### src/rtl/inst_fetch_unit.sv
// Instruction fetch front end: one outstanding word read to instruction memory,
// a small {inst, pc} FIFO toward decode, and redirect-driven flush/refetch.
module inst_fetch_unit #(
  parameter int                   WORD_SIZE = 16,
  parameter logic [WORD_SIZE-1:0] RESET_PC  = '0,
  parameter int                   DEPTH     = 2
) (
  input  logic                 clk,
  input  logic                 reset,
  output logic                 mem_read,
  output logic [WORD_SIZE-1:0] mem_addr,
  input  logic                 mem_ready,
  input  logic [WORD_SIZE-1:0] mem_data,
  output logic                 inst_valid,
  output logic [WORD_SIZE-1:0] inst,
  output logic [WORD_SIZE-1:0] inst_pc,
  input  logic                 inst_ready,
  input  logic                 redirect,
  input  logic [WORD_SIZE-1:0] redirect_pc
);

  localparam int PTR_W = $clog2(DEPTH);
  localparam int CNT_W = $clog2(DEPTH + 1);
  localparam logic [CNT_W-1:0] FULL   = CNT_W'(DEPTH);
  localparam logic [CNT_W-1:0] ALMOST = CNT_W'(DEPTH - 1);

  localparam logic [1:0] RUN     = 2'd0;
  localparam logic [1:0] STALL   = 2'd1;
  localparam logic [1:0] DISCARD = 2'd2;

  typedef struct packed {
    logic [WORD_SIZE-1:0] word;
    logic [WORD_SIZE-1:0] pc;
  } fetchEntry_t;

  logic [1:0]           state;
  logic [WORD_SIZE-1:0] fetchPc;
  logic [WORD_SIZE-1:0] discardAddr;
  fetchEntry_t          fifoMem [DEPTH];
  logic [PTR_W-1:0]     rdPtr, wrPtr;
  logic [CNT_W-1:0]     count;
  logic                 push, pop;

  // mem_read depends on state alone; the old address is replayed while discarding
  assign mem_read   = (state != STALL);
  assign mem_addr   = (state == DISCARD) ? discardAddr : fetchPc;
  assign inst_valid = (count != '0);
  assign inst       = fifoMem[rdPtr].word;
  assign inst_pc    = fifoMem[rdPtr].pc;

  assign push = (state == RUN) && mem_ready && !redirect;
  assign pop  = inst_valid && inst_ready && !redirect;

  always_ff @(posedge clk) begin
    if (push) fifoMem[wrPtr] <= '{word: mem_data, pc: fetchPc};
  end

  always_ff @(posedge clk) begin
    if (reset) begin
      state       <= RUN;
      fetchPc     <= RESET_PC;
      discardAddr <= RESET_PC;
      rdPtr       <= '0;
      wrPtr       <= '0;
      count       <= '0;
    end else if (redirect) begin
      fetchPc <= redirect_pc;
      rdPtr   <= '0;
      wrPtr   <= '0;
      count   <= '0;
      // A request still open must be waited out so its data can be dropped
      if (state == STALL || mem_ready) state <= RUN;
      else                             state <= DISCARD;
      if (state == RUN) discardAddr <= fetchPc;
    end else begin
      if (push) begin
        wrPtr   <= wrPtr + 1'b1;
        fetchPc <= fetchPc + 1'b1;
      end
      if (pop) rdPtr <= rdPtr + 1'b1;
      if (push && !pop)      count <= count + 1'b1;
      else if (!push && pop) count <= count - 1'b1;

      case (state)
        RUN:     if (push && !pop && count == ALMOST) state <= STALL;
        STALL:   if (count != FULL) state <= RUN;
        DISCARD: if (mem_ready) state <= RUN;
        default: state <= RUN;
      endcase
    end
  end

endmodule

### config.mk
export PLATFORM = sky130hd
export DESIGN_NAME = inst_fetch_unit
export DESIGN_NICKNAME = d
export VERILOG_FILES = /design/src/rtl/inst_fetch_unit.sv
export SDC_FILE = /design/constraint.sdc
export NUM_CORES = 1
export LEC_CHECK = 0
export CAP_MARGIN = 20
export CORE_ASPECT_RATIO = 1.2
export CORE_MARGIN = 5
export CORE_UTILIZATION = 35
export CTS_BUF_LIST = sky130_fd_sc_hd__clkbuf_4 sky130_fd_sc_hd__clkbuf_8
export CTS_CLUSTER_DIAMETER = 100
export DETAILED_ROUTE_END_ITERATION = 10
export PLACE_DENSITY = 0.56
export RECOVER_POWER = 100
export SETUP_SLACK_MARGIN = 0.02
export SYNTH_ARGS = -nofsm -noshare
export SYNTH_HDL_FRONTEND = slang
export SYNTH_SLANG_ARGS = --single-unit
### constraint.sdc
create_clock -name clk -period 3.6 [get_ports clk]
set_input_delay 0.36 -clock clk [delete_from_list [all_inputs] [get_ports clk]]
set_output_delay 0.36 -clock clk [all_outputs]
set_load 0.05 [all_outputs]
; Yosys cells after proc, flatten, opt, wreduce, memory -nomap -nowiden
; Memory sizes are Yosys's and may differ from the RTL's. A register that Yosys moved wholly into a read port is not among the register bits.
; Cells that the tools add are included.
[op_classes]
addsub = 5
n_eq_ne = 8
n_mux = 15
reduce_logical = 18
[ops]
columns = cell, n
row1 = 16-bit two-way mux, 3
row2 = "16-bit by 1-bit adder with 16-bit output, second input constant", 1
row3 = 2-bit two-way mux, 7
row4 = 1-bit logical AND, 7
row5 = "3-bit by 2-bit != test with 1-bit output, second input constant", 2
row6 = 2-bit case mux with 3 select lines, 1
row7 = 2-bit nonzero test, 3
row8 = "2-bit by 1-bit == test with 1-bit output, second input constant", 2
row9 = 1-bit two-way mux, 4
row10 = 1-bit zero test, 3
row11 = "3-bit != test, second input constant", 1
row12 = 3-bit AND reduction, 1
row13 = "1-bit adder, second input constant", 2
row14 = "2-bit by 1-bit adder with 2-bit output, second input constant", 1
row15 = "2-bit == test, second input constant", 1
row16 = 2-bit zero test, 1
row17 = "2-bit by 1-bit != test with 1-bit output, second input constant", 1
row18 = "2-bit != test, second input constant", 1
row19 = 2-bit AND reduction, 1
row20 = 2-bit OR reduction, 1
row21 = "2-bit by 1-bit subtractor with 2-bit output, second input constant", 1
row22 = 1-bit logical OR, 1
[word_totals]
reg_bits = 38
ramBits = 64
input_bits = 37
out_inout_bits = 50
wordCells = 53
mem_count = 1
[mem_list]
columns = name, depth, width, read_ports, rd_ports_with_merged_regs, wr, line_no
row1 = fifoMem, 2, 32, 1, 1, 1, 39  ; fetchEntry_t fifoMem [DEPTH];

; Longest topological paths before layout
[depth]
ltp_word = 9
depth_mapped = 9
depth_no_buf = 9

; Least setup slack after synthesis
; No wires, ideal clock.
[synth_timing]
path_type = input to register
start = input redirect
end = memory fifoMem[0][0] in the netlist's numbering (enable)
setup_time_ps = 461
arrival_ps = 3198
required_ps = 3139
path_slack_ps = -59
stages = 4
path_buffers = 3
path_cell_list = clkbuf_1 > clkbuf_1 > buf_1 > nor3_1
[synth_via]
elab_chain_len = 4
[synth_lines]
columns = item, line_no
row1 = start: declaration, 18  ; input logic redirect,
row2 = 1-bit zero test, 51  ; assign push = (state == RUN) && mem_ready && !redirect;
row3 = 1-bit logical AND, 51
row4 = 1-bit two-way mux, 55  ; if (push) fifoMem[wrPtr] <= '{word: mem_data, pc: fetchPc};
row5 = 1-bit two-way mux (implied by the code), 55
row6 = end: declaration, 39
; Every way passes these cells.

; Final worst setup path
[layout_timing]
start = register state[0]
end = output mem_addr[7]
[layout_via]
elab_chain_len = 2
[layout_lines]
columns = item, line_no
row1 = start: declaration, 36  ; logic [1:0] state;
row2 = start signal: assignment, 60  ; state <= RUN;
row3 = start signal: assignment, 72  ; if (state == STALL || mem_ready) state <= RUN;
row4 = start signal: assignment, 73  ; else state <= DISCARD;
row5 = 2-bit == test, 46  ; assign mem_addr = (state == DISCARD) ? discardAddr : fetchPc;
row6 = 16-bit two-way mux, 46
row7 = end: declaration, 11  ; output logic [WORD_SIZE-1:0] mem_addr,
; Every way passes these cells.

==> out/results.tsv <==
stage	metric	value	unit
outcome	run status	completed	
sta	Relative slew margins	0.411	
die	initial core utilization	0.358	
worst_setup_path	count of buffering cells on the critical path with inverters included	2	
layout	area of all sequential standard cells	2700	sq um
worst_setup_path	worst setup path start	state[0]	
power	Switching Fraction	0.267	
hold_path	HP Class	flip-flop to flip-flop	
clock_tree	H-tree depth	3	
synthesis	post-synth design cell area	4360	sq um
sta	setup repair after global routing missed its margin	false	
worst_setup_path	Top delay family on crit path	buffers and inverters	
synthesis	syn nets	389	
sta	time the final worst path needs with I/O delays and setup	2.98	ns
global_route	number of global-route vias before repair	2909	
layout	# diodes	0	
power	net load switching power	0.000650	W
worst_setup_path	Crit path depth	4	
layout	number of fill cells in the layout	1152	
worst_setup_path	stage delay of the slowest cell on the critical path	0.77	ns
die	die boundary height	132	um
global_route	GRT Util Overall	0.124	
sta	final-layout worst hold slack	0.456	ns
worst_setup_path	CP Cell Sequence	inv_1 > nand2_1 > mux2_2 > dlygate4sd3_1	
sta	worst slew pin tran	0.884	ns
clock_tree	sink count of the clock tree	103	
hold_path	worst hold start	discardAddr[3]	
place	Detail Placement HPWL	6.27	mm
global_route	grt total ovfl	0	
clock_tree	number of buffers inserted during clock tree synthesis	9	
sta	upper clock frequency limit	0.336	GHz
sta	worst clock skew	0.0111	ns
worst_setup_path	Worst path slowest cell	dlygate4sd3_1	
sta	hold violation total from the final report	0	
routing	iteration count of the initial detailed-routing pass	4	
worst_setup_path	r2r setup slk	1.26	ns
place	Post-Place Setup Slack	1.00	ns
synthesis	Yosys warnings	0	
place	last weighted congestion value of the routability-driven placer	0.753	
layout	highest-count cells in the layout ignoring fill and taps	dlygate4sd3_1 (67), edfxtp_1 (64), mux2_2 (50), nand2_1 (40), dfxtp_1 (39)	
die	Core Box Area	12200	sq um
worst_setup_path	CP Max Fanout	16	
power	Int Power	0.00178	W
synthesis	post-synthesis average cell area	12.6	sq um
power	areal power density over the cells	437	nW/um^2
layout	share of final-layout standard cells stronger than drive strength 1	0.166	
synthesis	number of distinct standard cells referenced by the synthesized netlist	37	
clock_tree	hold-fix buffers at CTS	0	
die	DIE WIDTH	112	um
global_route	initial antenna violation count	0	
layout	Net count, final	472	
clock_tree	number of gates given a new drive strength after cts	0	
worst_setup_path	required time worst endpoint	3.24	ns
worst_setup_path	critical path capture point type	primary output	
synthesis	share of async-settable or async-resettable flops after synthesis	0	
sta	Final Slew Violations	0	
synthesis	flip-flop cell with the highest count after synthesis	edfxtp_1	
clock_tree	setup bufs post-CTS	0	
worst_setup_path	launch point of the worst reg-to-reg path	state[1]	
clock_tree	maximum count of clock buffers along a single path	2	
die	io pins	87	
power	static power due to leakage	2.02	nW
routing	drt drc	0	
die	Die ar.	14800	sq um
routing	starting DRC count in detailed routing	84	
synthesis	cell accounting for the most synthesized area	edfxtp_1	
synthesis	Post-synth EDFFs	64	
clock_tree	CTS tree	done	
sta	Final TNS setup	0	ns
flow_run	MaxCap Viol Count	0	
routing	per-cell via count in the routed design	4.76	
worst_setup_path	startpoint type of the worst setup path	flip-flop	
worst_setup_path	worst flop-to-flop path endpoint	fifoMem[1][31]	
layout	most common library cell in the layout ignoring fill and taps	dlygate4sd3_1	
worst_setup_path	destination of the critical timing path	mem_addr[7]	
synthesis	top cells by area, synth	edfxtp_1 (44%), dfxtp_1 (18%), mux2_2 (13%)	
worst_setup_path	Critical Path AT	2.62	ns
synthesis	area share of the leading cell type in the synthesized netlist	0.441	
clock_tree	Clock Pin Slew Worst Setup and Hold Paths	0.10	ns
synthesis	sequential element share of the synthesized area	0.620	
power	Max IR drop VDD	0.226	mV
layout	P&R area growth vs syn	27.9	%
sta	crit path setup slack, layout	0.622	ns
power	proportion of power drawn by flip-flops and latches	0.550	
worst_setup_path	Setup CP Type	flip-flop to primary output	
routing	antenna-violating nets left	0	
hold_path	hold-critical path depth	2	
die	row count	44	
global_route	global-route wire length before repair	14.9	mm
routing	Total Routed Length	9.11	mm
global_route	maximum number of pins on one net before global-route repair	33	
power	clock power share	0.303	
synthesis	number of standard cells after synthesis	347	
clock_tree	library cell used as clock root buffer	clkbuf_8	
sta	crit share post-route	0.827	
power	power share of the combinational group	0.147	
layout	area of the multi-input gates	1510	sq um
routing	DR WL/cell	15.3	um
place	number of buffers inserted by port buffering	86	
synthesis	post-synthesis register bit count	103	
routing	routed via count	2835	
worst_setup_path	Reg2Reg Depth	4	
clock_tree	clock latency at the later pin of the worst-skew pair	0.36	ns
sta	Final Setup Violations	0	
## per-stage QoR
step	utilization	cell area [sq um]	cells	power, W
after floorplan	-	4360	347	0.00160
after global placement	0.443	5390	580	0.00175
after detailed placement	0.443	5390	580	0.00175
after CTS	0.460	5600	596	0.00249
after global routing	0.458	5570	596	0.00255
final	0.458	5570	596	0.00243
## metal layers
layer / wire (um) / part of all wire / vias up / global-route usage
li1: - / - / 1414 / -
met2: 4370 / 0.48 / 64 / 0.206
met4: 128 / 0.014 / 0 / 0.0426
met1: 4260 / 0.47 / 1345 / 0.161
met3: 354 / 0.039 / 12 / 0.0266
met5: 0 / 0 / - / 0
## power groups by stage
stage,clock [W],combinational [W],sequential [W]
5_1_grt,0.000819,0.000383,0.00135
3_5_place_dp,0,0.000380,0.00137
2_1_floorplan,0,0.000250,0.00135
3_3_place_gp,0,0.000381,0.00136
6_report,0.000738,0.000357,0.00134
4_1_cts,0.000768,0.000383,0.00134
## worst min-delay path by stage
stage	end
global placement	discardAddr[2]
finish	discardAddr[3]
global route	discardAddr[5]
floorplan	fifoMem[0][2]
CTS	discardAddr[10]
detailed placement	discardAddr[10]
## cell usage after synthesis, types with 2 or more instances
library cell and instances:
a2111oi_0 4, a211oi_1 2, a21oi_1 27, and2_1 2, and3_1 2, and4b_1 2
buf_1 5, buf_6 2, clkbuf_1 14, dfxtp_1 39, edfxtp_1 64, ha_1 5
inv_1 17, mux2_2 50, mux2i_1 3, nand2_1 40, nand2b_1 2, nand3_1 4
nand4_1 3, nor2_1 10, nor2b_1 3, nor3_1 10, nor4_1 4, o21a_1 8
xnor2_1 6, xor2_1 8
## flip-flops by register name (all words and copies together), names as in the netlist, named ones only
signal       flops
state            2
count            2
rdPtr            1
wrPtr            1
fifoMem         64
fetchPc         16
discardAddr     16
## cell type report
class | instances | area share
clock buffers | 11 | 0.0249
clock inverters | 5 | 0.0119
inverters | 17 | 0.0115
multi-input cells | 206 | 0.270
flip-flops and latches | 103 | 0.485
well taps | 161 | 0.0361
repair buffers | 93 | 0.161
## kinds of logic after synthesis
logic type / count (synthesis) / synth area share
adders and majority gates: 6 / 0.0167
muxes: 53 / 0.136
buffers and inverters: 38 / 0.0362
DFF: 103 / 0.620
and+or+nand+nor: 89 / 0.101
AOI/OAI and AO/OA: 44 / 0.0620
xor gates and xnor gates: 14 / 0.0281
## worst register-to-register path, delay by kind of cell, from the launching register on
| kind | cells | cell delay [ns] |
|---|---|---|
| simple gates | 3 | 0.91 |
| buf+inv | 1 | 0.66 |
| flops | 1 | 0.38 |
Note: power is estimated with default switching activity, not from simulation.
